File: config.mk
export PLATFORM = sky130hd
export DESIGN_NAME = fetch_stage
export DESIGN_NICKNAME = d
export VERILOG_FILES = /design/src/rtl/fetch_pkg.sv /design/src/rtl/fetch_out_buf.sv /design/src/rtl/fetch_stage.sv
export SDC_FILE = /design/constraint.sdc
export NUM_CORES = 1
export LEC_CHECK = 0
export CAP_MARGIN = 20
export CORE_UTILIZATION = 45
export DETAILED_ROUTE_END_ITERATION = 12
export DONT_BUFFER_PORTS = 1
export HOLD_SLACK_MARGIN = 0.06
export PLACE_DENSITY = 0.66
export SLEW_MARGIN = 20
export SYNTH_ARGS = -nofsm -noshare
export SYNTH_HDL_FRONTEND = slang
export SYNTH_SLANG_ARGS = --single-unit
File: constraint.sdc
create_clock -name clk -period 2.2 [get_ports clk]
set_input_delay 0.44 -clock clk [delete_from_list [all_inputs] [get_ports clk]]
set_output_delay 0.44 -clock clk [all_outputs]
set_load 0.02 [all_outputs]
File: src/rtl/fetch_pkg.sv
// Shared types and constants for the instruction fetch stage.
// Holds the FSM encoding, PC step and reset defaults.
package fetch_pkg;

    typedef enum logic [1:0] {
        FETCH = 2'd0,
        STALL = 2'd1,
        FLUSH = 2'd2
    } fetch_state_t;

    localparam logic [31:0] RESET_PC_DEFAULT = 32'h0000_0000;
    localparam logic [31:0] PC_STEP          = 32'd4;
    localparam logic [31:0] NOP_INSTR        = 32'h0000_0013;

    // Word-align an address by clearing the byte offset.
    function automatic logic [31:0] align_pc(input logic [31:0] a);
        return {a[31:2], 2'b00};
    endfunction

endpackage

File: src/rtl/fetch_out_buf.sv
// One-entry valid/ready output buffer between fetch and decode.
// A flush drops the held entry, including one being loaded this cycle.
module fetch_out_buf
    import fetch_pkg::*;
#(
    parameter int XLEN = 32
) (
    input  logic            clk,
    input  logic            reset,
    input  logic            flush,
    input  logic            in_valid,
    input  logic [XLEN-1:0] in_pc,
    input  logic [XLEN-1:0] in_instr,
    output logic            in_room,
    output logic            out_valid,
    input  logic            out_ready,
    output logic [XLEN-1:0] out_pc,
    output logic [XLEN-1:0] out_instr
);

    logic            valid_q, valid_d;
    logic [XLEN-1:0] pc_q, pc_d;
    logic [XLEN-1:0] instr_q, instr_d;
    logic            pop;

    // Next-entry computation: pop, then load, then flush wins.
    always_comb begin
        valid_d = valid_q;
        pc_d    = pc_q;
        instr_d = instr_q;
        pop     = valid_q & out_ready;
        in_room = ~valid_q | pop;
        if (pop) begin
            valid_d = 1'b0;
        end
        if (in_valid) begin
            valid_d = 1'b1;
            pc_d    = in_pc;
            instr_d = in_instr;
        end
        if (flush) begin
            valid_d = 1'b0;
        end
    end

    // Entry registers with synchronous reset.
    always_ff @(posedge clk) begin
        if (reset) begin
            valid_q <= 1'b0;
            pc_q    <= '0;
            instr_q <= '0;
        end else begin
            valid_q <= valid_d;
            pc_q    <= pc_d;
            instr_q <= instr_d;
        end
    end

    assign out_valid = valid_q;
    assign out_pc    = pc_q;
    assign out_instr = instr_q;

endmodule

File: src/rtl/fetch_stage.sv
// Instruction fetch: PC sequencing, imem req/ack handshake and redirects.
// Fetched words go through a one-entry buffer towards decode.
module fetch_stage
    import fetch_pkg::*;
#(
    parameter logic [31:0] RESET_PC = RESET_PC_DEFAULT,
    parameter int          XLEN     = 32
) (
    input  logic            clk,
    input  logic            reset,
    output logic            imem_req,
    output logic [XLEN-1:0] imem_addr,
    input  logic            imem_ack,
    input  logic [XLEN-1:0] imem_rdata,
    input  logic            redirect_valid,
    input  logic [XLEN-1:0] redirect_pc,
    output logic            out_valid,
    input  logic            out_ready,
    output logic [XLEN-1:0] out_pc,
    output logic [XLEN-1:0] out_instr
);

    fetch_state_t    state_q, state_d;
    logic [XLEN-1:0] pc_q, pc_d;
    logic [XLEN-1:0] addr_q, addr_d;
    logic            pend_q, pend_d;
    logic            req;
    logic            load;
    logic            room;
    logic [XLEN-1:0] addr;
    logic            unused_lo;

    // The byte offset of a redirect target is dropped.
    assign unused_lo = ^redirect_pc[1:0];

    // Request, pending tracking, PC sequencing and next state.
    always_comb begin
        state_d = state_q;
        pc_d    = pc_q;
        addr_d  = addr_q;
        pend_d  = pend_q;
        req     = 1'b0;
        load    = 1'b0;

        unique case (state_q)
            FETCH:   req = room | pend_q;
            STALL:   req = room;
            FLUSH:   req = pend_q;
            default: req = 1'b0;
        endcase

        // An outstanding request keeps its original address.
        addr = pend_q ? addr_q : pc_q;

        if (req) begin
            if (imem_ack) begin
                pend_d = 1'b0;
            end else begin
                pend_d = 1'b1;
                addr_d = addr;
            end
        end

        unique case (state_q)
            FETCH: begin
                if (req && imem_ack) begin
                    load = 1'b1;
                    pc_d = pc_q + PC_STEP;
                end else if (!req) begin
                    state_d = STALL;
                end
            end
            STALL: begin
                if (room) begin
                    state_d = FETCH;
                    if (imem_ack) begin
                        load = 1'b1;
                        pc_d = pc_q + PC_STEP;
                    end
                end
            end
            FLUSH: begin
                if (req && imem_ack) begin
                    state_d = FETCH;
                end
            end
            default: state_d = FETCH;
        endcase

        // Redirect drops in-flight data; an unacked request must drain.
        if (redirect_valid) begin
            pc_d    = align_pc(redirect_pc);
            load    = 1'b0;
            state_d = (req && !imem_ack) ? FLUSH : FETCH;
        end
    end

    // PC, FSM and outstanding-request registers.
    always_ff @(posedge clk) begin
        if (reset) begin
            state_q <= FETCH;
            pc_q    <= align_pc(RESET_PC);
            addr_q  <= '0;
            pend_q  <= 1'b0;
        end else begin
            state_q <= state_d;
            pc_q    <= pc_d;
            addr_q  <= addr_d;
            pend_q  <= pend_d;
        end
    end

    assign imem_req  = req & ~reset;
    assign imem_addr = addr;

    fetch_out_buf #(
        .XLEN(XLEN)
    ) u_out_buf (
        .clk      (clk),
        .reset    (reset),
        .flush    (redirect_valid),
        .in_valid (load),
        .in_pc    (addr),
        .in_instr (imem_rdata),
        .in_room  (room),
        .out_valid(out_valid),
        .out_ready(out_ready),
        .out_pc   (out_pc),
        .out_instr(out_instr)
    );

endmodule

==> results.cfg, run 1 <==
[die]
io_pins = 167
fp.dieArea_um2 = 14000
chipHeight_um = 118
die_w_um = 118
rows = 42
start_util_pct = 46.0
coreArea_um2 = 13200

[logic_synthesis]
synth_fp_nets = 732
synth_flop_cell = dfxtp_1
ys_ff_latch = 130
ys_seq_area_share_pct = 42.9
synth_top_family_by_area = simple AND/OR/NAND/NOR gates
ys_top_cells_by_area = dfxtp_1, mux2i_1, nor3_1
synth_compound_gate_area_share_pct = 13.1
yosysWarningCount = 0
post-synth-top-count-cell = dfxtp_1
syn-instance-count = 662
synthArstFlopShare_pct = 0
ys_types = 60
synth_edf_count = 0
syn_area_um2 = 6070
avgSynthCellArea_um2 = 9.17
synth_adder_area_share_pct = 0.206
synth-xor-area-share_pct = 1.01
synthMuxAreaShare_pct = 15.7
synth_top_area_cell = dfxtp_1
synthSimpleGateAreaFrac_pct = 21.3
synth_top_cell_area_share_pct = 42.9
yosys-top-cells-count = dfxtp_1, nor2_1, nor3_1

[critical_path]
cp_max_fo = 19
worstPathArrival_ns = 1.63
path_class = reg -> out
start_kind = flip-flop
end_kind = primary output
cp_data_required_time_ns = 1.76

[clock_tree]
cts_buffers = 17
cts_tree = yes
clock-sinks = 130
htreeDepth = 4
clock_path_buffers = 2
clkTransAtPathRegs_ns = 0.06
cts-root-buf = clkbuf_16
insertion_delay_ns = 0.42

[sta]
fmax_mhz = 483
fin_ws_ns = 0.130
slew_viol_final = 0
finalSetupViolations = 0
skew_ns = 0.00689
slew_headroom_pct = 45.2
hold_viol_final = 0
tns_ns = 0
grt_setup_unrepaired = false
worst_pin_slew_ns = 0.819
min_period_ns = 2.07
fin_crit_sh_pct = 94.1

[routing]
ant_nets = 0
drt_iter0_drc = 418
wire_per_inst_um = 19.1
route.detailed.drc = 0
wl_um = 16000
route.vias.total = 5034
dr.pass1.iters = 5
vias_per_cell = 6.01

[outcome]
outcome = completed

[cells_and_area]
drive_gt1_share_pct = 15.0
num-fill-cells = 1208
n_antenna_cell = 0
area_growth_pct = 12.2
layout.cells.non_filler = 838
nNetsFinal = 719
design_area_um2 = 6820

[pwr]
power_density_nw_per_um2 = 911
power.leakage_nw = 2.47
vdd_ir_drop_max_v = 0.000501
power_mw = 6.21

[grt]
antenna_found_initial = 0
grt_max_degree = 127
grt_pass1_wl_um = 25800
grt_overflow_total = 0
grt_usage_pct = 23.3
grt_pass1_vias = 4821

[placement]
dpl.cell_count = 806
portBuffers = 0
place_ws_ns = 0.0981
dpl-instance-area_um2 = 6200
routabilityCongestion = 0.800
dp_hpwl_um = 10800

[job]
drv_cap = 0

[min_path]
min_path_type = in -> reg
-- path summary, 6_finish.rpt --
path | from | to | slack [ns] | depth (start not counted)
worst max-delay path | pend_q | imem_addr[22] | 0.13 | 2
worst min-delay path | reset | pc_q[19] | 0.09 | 1
worst max register to register | pend_q | u_out_buf.out_pc[28] | 0.17 | 5
worst min register to register | addr_q[1] | addr_q[1] | 0.44 | 1
-- what timing repair did --
item,CTS,global route
setup buffers,0,0
endpoints found under the setup margin,3,2
resized for setup,4,2
hold buffers,0,0
-- metrics by stage --
| step | utilization [%] | hold WS, ns |
|---|---|---|
| finish | 51.7 | 0.0862 |
| detailed placement | 47.0 | 0.439 |
| global placement | 47.0 | 0.429 |
| global route | 51.7 | 0.0726 |
| floorplan | - | 0.423 |
| CTS | 51.6 | 0.0825 |
-- routing by layer --
metal / part of all wire [%] / GRT usage, % / routed length [µm]
met3: 8.1 / 7.67 / 1290
met2: 44 / 34.6 / 7060
met5: 0 / 0 / 0
met4: 1.8 / 8.17 / 287
met1: 46 / 31.4 / 7340
-- layout by cell type, fill, tap and decap left out, types with 4 or more instances in the layout --
master     Yosys  routed
a2111oi_0      5       4
nor2b_1        9       8
nand4_1       12      12
mux2i_1       65      65
a21oi_1       40      39
and4_1        10      10
nand2_1       10      10
or4_1          5       5
clkbuf_16      0      17
o31ai_1        7       7
o211ai_1       5       5
inv_1         10      10
a211oi_1      15      14
o2111ai_1      4       4
nand3_1       11      11
xor2_1         5       5
and2_1         4       4
and3_1         5       5
a311oi_1       9       9
nor2_1        86      86
nor3_1        71      71
inv_6          0       5
o21ai_0       15      13
buf_4          6      21
dfxtp_1      130     129
mux2_2        27      27
-- layout make-up --
class / instances / area (µm²) / area share, %
Clock buffer: 19 / 453 / 6.65
Clock inverter: 13 / 149 / 2.18
Inverter: 10 / 37.5 / 0.551
Multi-Input combinational cell: 467 / 3150 / 46.3
Sequential cell: 130 / 2600 / 38.2
Tap cell: 176 / 220 / 3.23
Timing Repair Buffer: 23 / 198 / 2.90
-- power breakdown --
| part | switching (mW) | internal [mW] | leakage, nW | total [mW] |
|---|---|---|---|---|
| Clock | 1.11 | 1.75 | 0.287 | 2.86 |
| Sequential | 0.188 | 2.50 | 1.07 | 2.69 |
| Combinational | 0.396 | 0.268 | 1.11 | 0.664 |
| Total | 1.70 | 4.51 | 2.47 | 6.21 |
-- critical path: stages, from the launching register on --
cell,delay [ns]
dfxtp_2,0.45
buf_4,0.29
mux2_2,0.47
-- state kept, by name, summed over array words and instances (netlist names) --
register / count
u_out_buf.out_valid: 1
pend_q: 1
u_out_buf.out_instr: 32
addr_q: 32
state_q: 2
u_out_buf.out_pc: 32
pc_q: 30
-- kinds of logic after synthesis --
logic type               after synthesis
AND/OR/NAND/NOR                      250
buffers and inverters                 65
AO/OA/AOI/OAI                        117
flip-flops                           130
XOR/XNOR                               7
adder cells (fa/ha/maj)                1
multiplexers                          92
Power figures use the tool's default switching activity.
==> run 2: changes to the inputs <==
--- a/config.mk
+++ b/config.mk
@@ -5,10 +5,12 @@
 export SDC_FILE = /design/constraint.sdc
 export NUM_CORES = 1
 export LEC_CHECK = 0
+export ABC_AREA = 1
 export CAP_MARGIN = 20
 export CORE_UTILIZATION = 45
 export DETAILED_ROUTE_END_ITERATION = 12
 export DONT_BUFFER_PORTS = 1
+export GPL_ROUTABILITY_DRIVEN = 0
 export HOLD_SLACK_MARGIN = 0.06
 export PLACE_DENSITY = 0.66
 export SLEW_MARGIN = 20
==> results.cfg, run 2 <==
[logic_synthesis]
syn_area_um2 = 6100
synth_top_area_cell = dfxtp_1
post-synth-top-count-cell = nor2_1
ys_ff_latch = 130
ys_seq_area_share_pct = 42.7
yosysWarningCount = 0
synth_top_cell_area_share_pct = 42.7
ys_top_cells_by_area = dfxtp_1, nor2_1, nand2_1
synth_compound_gate_area_share_pct = 15.0
synthMuxAreaShare_pct = 0.164
synth_edf_count = 0
avgSynthCellArea_um2 = 6.59
synth_adder_area_share_pct = 0.205
synth-xor-area-share_pct = 0.718
ys_types = 33
syn-instance-count = 926
synth_flop_cell = dfxtp_1
synthArstFlopShare_pct = 0
synthSimpleGateAreaFrac_pct = 33.3
synth_fp_nets = 996
synth_top_family_by_area = simple AND/OR/NAND/NOR gates
yosys-top-cells-count = nor2_1, nand2_1, o21ai_0

[sta]
hold_viol_final = 0
grt_setup_unrepaired = false
tns_ns = 0
slew_headroom_pct = 37.7
worst_pin_slew_ns = 0.924
fmax_mhz = 462
min_period_ns = 2.17
slew_viol_final = 0
skew_ns = 0.00969
finalSetupViolations = 0
fin_crit_sh_pct = 98.4

[clock_tree]
insertion_delay_ns = 0.42
postCtsSetupBuffers = 0
cts-root-buf = clkbuf_16
cts_tree = yes
clock_path_buffers = 2
cts_buffers = 17
clkTransAtPathRegs_ns = 0.06
clock-sinks = 130
htreeDepth = 4

[routing]
drt_iter0_drc = 489
dr.pass1.iters = 5
wl_um = 17000
ant_nets = 0
met1_length_um = 7630
route.detailed.drc = 0
wl_met2_um = 7640
route.vias.total = 5748
top_layer_used = met4
dr_wl_met3_um = 1400
wire_per_inst_um = 15.3
vias_per_cell = 5.18

[pwr]
power_mw = 7.63
power_density_nw_per_um2 = 1100
power.leakage_nw = 2.81
vdd_ir_drop_max_v = 0.000551

[die]
fp.dieArea_um2 = 14000
start_util_pct = 46.1
chipHeight_um = 118
io_pins = 167
die_w_um = 118
coreArea_um2 = 13200
rows = 42

[critical_path]
cp_data_required_time_ns = 1.76
end_kind = primary output
path_class = reg -> out
worstPathArrival_ns = 1.73
start_kind = flip-flop
cp_max_fo = 23

[cells_and_area]
nNetsFinal = 990
final_util_pct = 52.2
drive_gt1_share_pct = 7.93
final_cell_mix = nor2_1, nand2_1, dfxtp_1
area_growth_pct = 13.3
design_area_um2 = 6910
n_antenna_cell = 0
layout_commonest_cell = nor2_1

[placement]
portBuffers = 0
dp_hpwl_um = 11900
dpl-instance-area_um2 = 6260

[grt]
grt_max_degree = 73
antenna_found_initial = 0
grt_overflow_total = 0
grt_usage_pct = 24.7
grt_pass1_vias = 5036
grt_pass1_wl_um = 27000

[job]
drv_cap = 0

[outcome]
outcome = completed

[min_path]
min_path_type = in -> reg
## run 2: cell count changes in the layout (fill, tap and decap cells not counted), moves of 9 or more
| cell | previous run | this run |
|---|---|---|
| o21ai_1 | 2 | 22 |
| mux2_2 | 27 | 0 |
| nand3_1 | 11 | 34 |
| a211oi_1 | 14 | 0 |
| and4_1 | 10 | 0 |
| o21ai_0 | 13 | 122 |
| nor3_1 | 71 | 2 |
| inv_1 | 10 | 55 |
| mux2i_1 | 65 | 1 |
| nor2_1 | 86 | 251 |
| nand2_1 | 10 | 195 |
| a311oi_1 | 9 | 0 |
## run 2: worst max-delay path: stages, from the launching register on
cell,delay [ns]
dfxtp_2,0.36
clkbuf_16,0.20
o21ai_0,0.74
## run 2: path summary, 6_finish.rpt
kind,startpoint,depth (start not counted),endpoint,slack [ns]
hold / removal,reset,1,pc_q[6],0.08
setup reg to reg,pc_q[6],9,pc_q[25],0.31
setup / recovery,pend_q,2,imem_addr[27],0.03
hold reg to reg,addr_q[0],2,addr_q[0],0.45
## run 2: final cells by class
class,count,area [µm²]
Inverter,59,225
Multi-Input combinational cell,689,3010
Tap cell,176,220
Clock buffer,18,429
Fill cell,1337,6330
Clock inverter,14,180
Sequential cell,130,2600
Timing Repair Buffer,23,243
## run 2: per-layer routing
layer | GRT usage [%] | up-vias
met3 | 7.58 | 23
met4 | 8.39 | 0
met2 | 37.9 | 220
li1 | - | 2936
met1 | 32.7 | 2569
met5 | 0 | -
## run 2: repair_timing
item | 4_1_cts | 5_1_grt
gates resized for setup | 13 | 4
hold endpoints to repair | 0 | 2
cloned | 0 | 1
endpoints found under the setup margin | 13 | 12
hold buffers | 0 | 1
## run 2: cell families after synthesis
group | after synthesis
fa+ha+maj | 1
buf+inv | 107
flops | 130
simple gates | 503
mux | 1
compound gates | 179
xor+xnor | 5
## run 2: metrics by stage
stage / setup slack, ns / instances / hold WS (ns)
global placement: 0.331 / 1075 / 0.440
detailed placement: 0.308 / 1075 / 0.443
CTS: 0.00553 / 1107 / 0.0613
floorplan: 0.480 / 926 / 0.424
global route: 0.00129 / 1109 / 0.0640
finish: 0.0348 / 1109 / 0.0776
## run 2: power by group
group | switching (mW) | internal (mW)
Combinational | 1.01 | 0.468
Clock | 1.11 | 1.80
Sequential | 0.523 | 2.72
